`config.mk`:
```
export PLATFORM = sky130hd
export DESIGN_NAME = dm_store_buffer
export DESIGN_NICKNAME = d
export VERILOG_FILES = /design/src/rtl/dm_store_buffer.sv
export SDC_FILE = /design/constraint.sdc
export NUM_CORES = 1
export LEC_CHECK = 0
export ABC_AREA = 1
export CAP_MARGIN = 10
export CELL_PAD_IN_SITES_DETAIL_PLACEMENT = 0
export CELL_PAD_IN_SITES_GLOBAL_PLACEMENT = 1
export CORE_AREA = 2 2 141 143
export DETAILED_ROUTE_END_ITERATION = 6
export DIE_AREA = 0 0 143 145
export GPL_TIMING_DRIVEN = 0
export PLACE_DENSITY = 0.75
export SETUP_SLACK_MARGIN = 0.02
export SYNTH_ARGS = -nofsm -noshare
export SYNTH_HDL_FRONTEND = slang
export SYNTH_SLANG_ARGS = --single-unit
```
`constraint.sdc`:
```
create_clock -name clk_i -period 4.3 [get_ports clk_i]
set_input_delay 0.86 -clock clk_i [delete_from_list [all_inputs] [get_ports clk_i]]
set_output_delay 0.86 -clock clk_i [all_outputs]
set_load 0.005 [all_outputs]
```
`src/rtl/dm_store_buffer.sv`:
```
// ---------------------------------------------------------------------------
// dm_store_buffer
//   Posted-write FIFO between the MEM-stage load/store unit and dm_4k.
//   Stores retire into the buffer in one cycle and drain to dm_4k later, on
//   cycles when no load owns the single memory port. Loads read dm_4k
//   directly; a load whose word matches any pending store stalls until that
//   store has drained (no forwarding). A full buffer always drains so that a
//   stream of loads cannot starve the stores.
//
// Ports
//   clk_i, rst_ni      clock, asynchronous active-low reset
//   st_valid_i/st_ready_o, st_addr_i[11:0], st_data_i[31:0], st_word_i
//                      store request (st_word_i: 1 = sw, 0 = sb)
//   ld_valid_i, ld_addr_i[11:0], ld_word_i, ld_stall_o
//                      load request; hold and re-present while ld_stall_o
//   dm_addr_o[9:0], dm_byte_off_o[1:0], dm_word_o, dm_d_in_o[31:0], dm_wr_en_o
//                      dm_4k port
//   empty_o, count_o[PTR_W:0]
//                      occupancy for syscall/halt logic
// ---------------------------------------------------------------------------

// Per-slot compare: slot is live if it lies within count entries of the head,
// and hits if its word address matches the load's word address.
module dm_sb_slot_cmp #(
   parameter int PTR_W = 2,
   parameter int IDX   = 0
) (
   input  logic [PTR_W-1:0] rd_ptr_i,
   input  logic [PTR_W:0]   count_i,
   input  logic [9:0]       slot_waddr_i,
   input  logic [9:0]       ld_waddr_i,
   output logic             hit_o
);
   logic [PTR_W-1:0] age;

   always_comb begin
      // distance from head, wraps modulo DEPTH
      age   = PTR_W'(IDX) - rd_ptr_i;
      hit_o = ({1'b0, age} < count_i) && (slot_waddr_i == ld_waddr_i);
   end
endmodule

module dm_store_buffer #(
   parameter int DEPTH = 4,
   parameter int PTR_W = 2
) (
   input  logic             clk_i,
   input  logic             rst_ni,
   input  logic             st_valid_i,
   output logic             st_ready_o,
   input  logic [11:0]      st_addr_i,
   input  logic [31:0]      st_data_i,
   input  logic             st_word_i,
   input  logic             ld_valid_i,
   input  logic [11:0]      ld_addr_i,
   input  logic             ld_word_i,
   output logic             ld_stall_o,
   output logic [9:0]       dm_addr_o,
   output logic [1:0]       dm_byte_off_o,
   output logic             dm_word_o,
   output logic [31:0]      dm_d_in_o,
   output logic             dm_wr_en_o,
   output logic             empty_o,
   output logic [PTR_W:0]   count_o
);

   typedef struct packed {
      logic [11:0] addr;
      logic [31:0] data;
      logic        word;
   } sb_entry_t;

   sb_entry_t           slot_q [DEPTH];
   sb_entry_t           head;
   logic [PTR_W-1:0]    wr_ptr_q, wr_ptr_d;
   logic [PTR_W-1:0]    rd_ptr_q, rd_ptr_d;
   logic [PTR_W:0]      count_q, count_d;
   logic [DEPTH-1:0]    hit;
   logic                full, conflict, grant_ld, drain, enq;

   // ---------------- per-slot conflict detection ----------------
   for (genvar g = 0; g < DEPTH; g++) begin : g_slot
      dm_sb_slot_cmp #(
         .PTR_W (PTR_W),
         .IDX   (g)
      ) u_cmp (
         .rd_ptr_i     (rd_ptr_q),
         .count_i      (count_q),
         .slot_waddr_i (slot_q[g].addr[11:2]),
         .ld_waddr_i   (ld_addr_i[11:2]),
         .hit_o        (hit[g])
      );
   end

   // ---------------- arbitration ----------------
   // Everything is judged on registered state only: a store accepted this
   // cycle is invisible to the conflict check and cannot drain until the next.
   always_comb begin
      full     = (count_q == (PTR_W+1)'(DEPTH));
      conflict = ld_valid_i && (|hit);
      grant_ld = ld_valid_i && !conflict && !full;
      drain    = !grant_ld && (count_q != '0);
      enq      = st_valid_i && !full;
      head     = slot_q[rd_ptr_q];
   end

   always_comb begin
      st_ready_o    = !full;
      ld_stall_o    = ld_valid_i && !grant_ld;
      dm_wr_en_o    = drain;
      dm_d_in_o     = head.data;
      // load path is the default mux leg, also while idle
      dm_addr_o     = ld_addr_i[11:2];
      dm_byte_off_o = ld_addr_i[1:0];
      dm_word_o     = ld_word_i;
      if (drain) begin
         dm_addr_o     = head.addr[11:2];
         dm_byte_off_o = head.addr[1:0];
         dm_word_o     = head.word;
      end
      empty_o = (count_q == '0);
      count_o = count_q;
   end

   // ---------------- pointer / count next state ----------------
   always_comb begin
      wr_ptr_d = wr_ptr_q;
      rd_ptr_d = rd_ptr_q;
      count_d  = count_q;
      if (enq)   wr_ptr_d = wr_ptr_q + PTR_W'(1);
      if (drain) rd_ptr_d = rd_ptr_q + PTR_W'(1);
      unique case ({enq, drain})
         2'b10:   count_d = count_q + (PTR_W+1)'(1);
         2'b01:   count_d = count_q - (PTR_W+1)'(1);
         default: count_d = count_q;
      endcase
   end

   always_ff @(posedge clk_i or negedge rst_ni) begin
      if (!rst_ni) begin
         wr_ptr_q <= '0;
         rd_ptr_q <= '0;
         count_q  <= '0;
      end else begin
         wr_ptr_q <= wr_ptr_d;
         rd_ptr_q <= rd_ptr_d;
         count_q  <= count_d;
      end
   end

   // Entry storage is not reset; count gates every use of it.
   always_ff @(posedge clk_i) begin
      if (enq) begin
         slot_q[wr_ptr_q] <= '{addr: st_addr_i, data: st_data_i, word: st_word_i};
      end
   end

endmodule
```
# After elaboration in Yosys (flattened, before gate mapping)
# Memories as Yosys holds them, arrays and structs flattened.
# Cells that the tools add are included.
# W data, S select, Z words.
# classes
add_sub_neg	8
mul	0
div_mod_pow	0
n_lt_le_gt_ge	4
n_eq_ne	7
n_shift	0
muxes	6
bitwise	0
n_reduce_logical	17
# ops
cell	n
$eq A10 B10 Y1	4
$lt A2 B3 Y1	4
$logic_and A1 B1 Y1	10
$mux W10	1
$pmux W3 S2	1
$add A2 B1 Y2 const B	2
$reduce_or A4 Y1	1
$sub A1 B2 Y2 const A	2
$sub A2 B2 Y2 const A	2
$add A3 B1 Y3 const B	1
$eq A3 B3 Y1 const B	1
$logic_not A1 Y1	3
$logic_not A3 Y1	1
$mux W1	3
$reduce_bool A3 Y1	1
$sub A3 B1 Y3 const B	1
$eq A2 B1 Y1 const B	1
$eq A2 B2 Y1 const B	1
$mux W2	1
$reduce_bool A2 Y1	1
# totals
register_bits	7
latchBits	0
ramBits	180
rom_bits	0
in_bits	62
wordCells	46
n_memories	1
# mem_list
memory	depth	word_bits	rd	rd_clocked_by_memory_dff	wr	line	text
slot_q	4	45	5	0	1	73	sb_entry_t slot_q [DEPTH];

# Depth between registers and ports, before layout
# logic_depth
word_depth	12
mapped_depth	20

# Hierarchy
# Synthesis repeated with hierarchy kept, for this count alone.
# hier_totals
cells_unflattened	879
hier_area_um2	8600.7
# by_module_without_submodules
mod	n_inst	cells_per_inst	area_each_um2
dm_store_buffer	1	616	7548.5
dm_sb_slot_cmp at g_slot[0].u_cmp ...	2	66	266.5
dm_sb_slot_cmp at g_slot[3].u_cmp	1	66	261.5
dm_sb_slot_cmp at g_slot[1].u_cmp	1	65	257.7

# Least setup slack after synthesis
# Ideal clock, no wire load.
# synth_path
path_kind	in2reg
start	input st_valid_i
end	memory slot_q[0][0] (netlist name), enable pin
setup_time_ns	0.448
arrival_ns	2.933
required_ns	3.852
path_slack_ns	0.919
path_stages	2
cell_sequence	nand2_1 nor2_1
# synth_between
elab_chain_len	3
# synth_rtl
element	line	text
start, declared	49	input logic st_valid_i,
$logic_and A1 B1 Y1	103	enq = st_valid_i && !full;
$mux W1	153	if (enq) begin
$mux W1 (not written as such)	154	slot_q[wr_ptr_q] <= '{addr: st_addr_i, data: st_data_i, word: st_word_i};
end, declared	73	
# Every way passes these cells.

# Worst setup path in the final report
# layout_path
start	register rd_ptr_q[0]
end	output dm_addr_o[6]
# layout_between
elab_chain_len	11
word_cells_on_any_way	21
# layout_rtl
element	line	text
start, declared	76	logic [PTR_W-1:0] rd_ptr_q, rd_ptr_d;
start signal, assigned	146	rd_ptr_q <= rd_ptr_d;
$sub A1 B2 Y2 / $sub A2 B2 Y2 (equally long branches)	38	age = PTR_W'(IDX) - rd_ptr_i;
$lt A2 B3 Y1	39	hit_o = ({1'b0, age} < count_i) && (slot_waddr_i == ld_waddr_i);
$logic_and A1 B1 Y1	39	
$reduce_or A4 Y1	100	conflict = ld_valid_i && (|hit);
$logic_and A1 B1 Y1	100	
$logic_not A1 Y1	101	grant_ld = ld_valid_i && !conflict && !full;
$logic_and A1 B1 Y1 (2 in a row)	101	
$logic_not A1 Y1	102	drain = !grant_ld && (count_q != '0);
$logic_and A1 B1 Y1	102	
$mux W10 (*)	116	if (drain) begin
end, declared	58	output logic [9:0] dm_addr_o,
# Mark *: on every way between the ends. The rest lies on a longest branch, timed or not.

==> run_results.csv <==
group,metric,value,unit
clocking,tritoncts,"done",
critical_path,end_kind,"primary output",
critical_path,cpPeakStageDelay,0.49,ns
sta,fin_crit_sh,95.2,%
synth,yosysWarningCount,0,
place,place_congestion,0.891,
floorplanning,fp.dieH,145,microns
synth,synth_ff_type,"edfxtp_1",
grt,antenna_found_initial,0,
synth,synth-edff-count,180,
synth,ys_seq_area_share,69.1,%
min_path,min_path_cells,2,
detailed_routing,ant_nets,0,
synth,avgSynthCellArea,11.4,sq um
synth,postSynthCellCount,711,
clocking,cts-root-buf,"clkbuf_16",
critical_path,critPathKind,"register to primary output",
detailed_routing,drt_first_iter_violations,411,
clocking,clkTransAtPathRegs,0.07,ns
clocking,cts_hold_buffers,0,
floorplanning,fp.dieArea,20700,sq um
synth,synth_area_leader_cell,"edfxtp_1",
sta,hold_viol,0,
clocking,clk_latency,0.43,ns
min_path,hp-start,"wr_ptr_q[1]$_DFFE_PN0P_",
floorplanning,die-width,143,microns
min_path,holdPathEnd,"wr_ptr_q[1]$_DFFE_PN0P_",
floorplanning,initial_core_util,42.1,%
place,dp_hpwl,14100,microns
power_and_ir_drop,ir_drop,0.396,mV
critical_path,rrSetupSlack,0.94,ns
floorplanning,row_count,51,
synth,synth_top_area_share,66.9,%
sta,clock.fmax,244,MHz
floorplanning,boundaryPins,114,
grt,grt_max_degree,28,
power_and_ir_drop,p_int,4.54,mW
critical_path,r2r-start,"rd_ptr_q[0]$_DFFE_PN0P_",
detailed_routing,dr.pass1.iters,5,
sta,fin_crit,4.09,ns
synth,ys_ff_latch,187,
critical_path,cp_slowest_cell,"clkdlybuf4s50_1",
synth,ys_top_cells_by_area,"edfxtp_1, nand2_1, nand3_1",
clocking,htreeDepth,4,
power_and_ir_drop,switchingPower,2.46,mW
cells_and_area,area.growth.synth_to_final,28.8,%
sta,tightestPinTransition,0.877,ns
synth,synth.most_common_cell,"nand2_1",
status,outcome,"completed",
critical_path,reg2regPathDepth,19,
critical_path,timing.rr.end,"count_o[2]$_DFFE_PN0P_",
sta,setup_slack,0.208,ns
critical_path,cp.required,3.44,ns
grt,globalRouteOverflowTotal,0,
critical_path,worstSetupStartpointType,"register",
sta,finalSetupViolations,0,
floorplanning,coreArea,19200,sq um
grt,grt_pass1_wl,32100,microns
detailed_routing,drc,0,
sta,rsz0062_at_grt,"false",
power_and_ir_drop,clockPowerShare,22.4,%
sta,finClkSkew,0.00924,ns
synth,ys_types,26,
sta,drv_slew,0,
cells_and_area,layout-drive-gt1-share,7.94,%
power_and_ir_drop,power_leakage,4.01,nW
power_and_ir_drop,power_density,672,nW/um^2
clocking,cts_sinks,187,
power_and_ir_drop,swShare,35.1,%
place,dp_worst_setup_slack,-0.397,ns
cells_and_area,fin_nets,928,
clocking,ctsLongestPathBuffers,2,
grt,grt_pass1_vias,5862,
critical_path,cpMostUsedCell,"nor2_2",
detailed_routing,routed_wl,21000,microns
critical_path,crit_arrival,3.23,ns
detailed_routing,via_per_inst,5.12,
power_and_ir_drop,combPwrFrac,40.9,%
job,max_cap_viol_count,0,
power_and_ir_drop,sequentialPowerShare,36.7,%
synth,synthTopCellsByCount,"nand2_1, edfxtp_1, nand3_1, inv_1, nor2_1",
detailed_routing,via_count,5802,
cells_and_area,diodes,0,
critical_path,worstPathMaxFanout,10,
grt,track_usage,20.8,%
sta,tns,0,ns
detailed_routing,wire_per_inst,18.5,microns
sta,max_slew_margin,41.4,%
power_and_ir_drop,p_total,7.00,mW
min_path,hp-class,"register to register",
place,port_buffers,113,
critical_path,path_cells,"nor2_4 -> buf_8 -> nor2_2 -> ha_1 -> inv_1 -> nor2_1 -> a21oi_1 -> nand3_1 -> nor2_2 -> nor2_2 -> nand3_4 -> buf_8 -> nand3_1 -> nand2_1 -> clkdlybuf4s50_1",
clocking,cts_buffers,17,
synth,synth_area,8080,sq um
synth,syn-num-nets,783,
synth,synth_async_sr_flop_share,3.74,%
cell usage in the layout (no fill, tap or decap), types with 2 or more instances in the layout:
master,Yosys,final
inv_1,63,63
a22oi_1,44,44
buf_4,0,9
nand2_1,185,184
clkbuf_1,18,16
xor2_1,3,3
o21ai_0,5,4
clkdlybuf4s50_1,0,112
nor2_4,0,5
clkinvlp_4,0,2
nor2_2,2,4
a21oi_1,5,5
nand3_1,109,109
dfrtp_1,7,5
clkinv_2,0,2
bufinv_16,0,2
buf_6,3,2
o221ai_1,9,9
buf_8,0,3
inv_2,3,2
clkbuf_16,0,17
ha_1,9,9
dfrtp_2,0,2
edfxtp_1,180,180
nand4_1,2,2
inv_6,0,4
nor2_1,54,47
buf_12,0,5
worst max-delay path by stage:
stage,start,to,slack [ns],cells past startpoint
after floorplan,st_valid_i,slot_q[0][0]$_DFFE_PP_,0.92,2
after global placement,st_valid_i,slot_q[1][16]$_DFFE_PP_,-1.36,3
after detailed placement,rd_ptr_q[1]$_DFFE_PN0P_,dm_addr_o[8],-0.40,17
after CTS,rd_ptr_q[0]$_DFFE_PN0P_,dm_addr_o[8],0.06,16
after global routing,rd_ptr_q[1]$_DFFE_PN0P_,dm_addr_o[3],0.04,17
final,rd_ptr_q[0]$_DFFE_PN0P_,dm_addr_o[6],0.21,15
flip-flops by register name, indices dropped and copies added (netlist names):
name and flops:
count_o 3, wr_ptr_q 2, slot_q 180, rd_ptr_q 2
worst max-delay path, delay by kind of cell, from the launching register on:
family	cells	cell delay [ns]
simple gates	9	0.97
buf+inv	4	0.89
flops	1	0.48
fa+ha+maj	1	0.27
compound gates	1	0.16
stage by stage:
step,hold WS (ns),area [sq um],utilization [%],cells
after floorplan,0.533,8080,-,711
final,0.627,10400,54.2,1134
after global placement,0.571,9540,49.7,1089
after detailed placement,0.582,9670,50.3,1094
after global routing,0.655,10400,54.2,1134
after CTS,0.630,10300,53.6,1126
logic make-up (layout without fill, tap and decap cells):
family	count (synthesis)	in the layout	synth area share, %
adders and majority gates	10	10	1.64
buffers and inverters	90	248	4.54
and+or+nand+nor	355	355	18.4
AOI/OAI and AO/OA	65	65	5.86
xor gates and xnor gates	4	4	0.434
DFF	187	187	69.1
metal layers:
layer  up-vias  share of wire (%)  global-route usage [%]
met1      2793                 44                    26.7
met2       194                 49                    34.8
li1       2790                  -                       -
met3        25                6.0                    4.79
met4         0                1.5                    6.88
met5         -                  0                       0
final cells by class:
cell class	count	area, sq um
timing repair buffer	127	1300
clock inverter	14	160
tap	265	332
clock buffer	18	429
fill	1637	8800
multi-input combinational	434	2200
inverter	66	250
buffer	23	150
sequential	187	5580
power by group through the flow:
stage	logic (mW)	clock network [mW]	registers [mW]
floorplan	1.32	0	2.57
global placement	2.67	0	2.61
detailed placement	2.77	0	2.58
CTS	2.81	1.59	2.56
global route	3.13	1.67	2.60
finish	2.86	1.56	2.57
repair_timing:
| action | in CTS | in global routing |
|---|---|---|
| pin swaps | 1 | 0 |
| setup buffers | 1 | 8 |
| gates resized for setup | 12 | 14 |
| setup endpoints to repair | 16 | 12 |
Power figures use the tool's default switching activity.
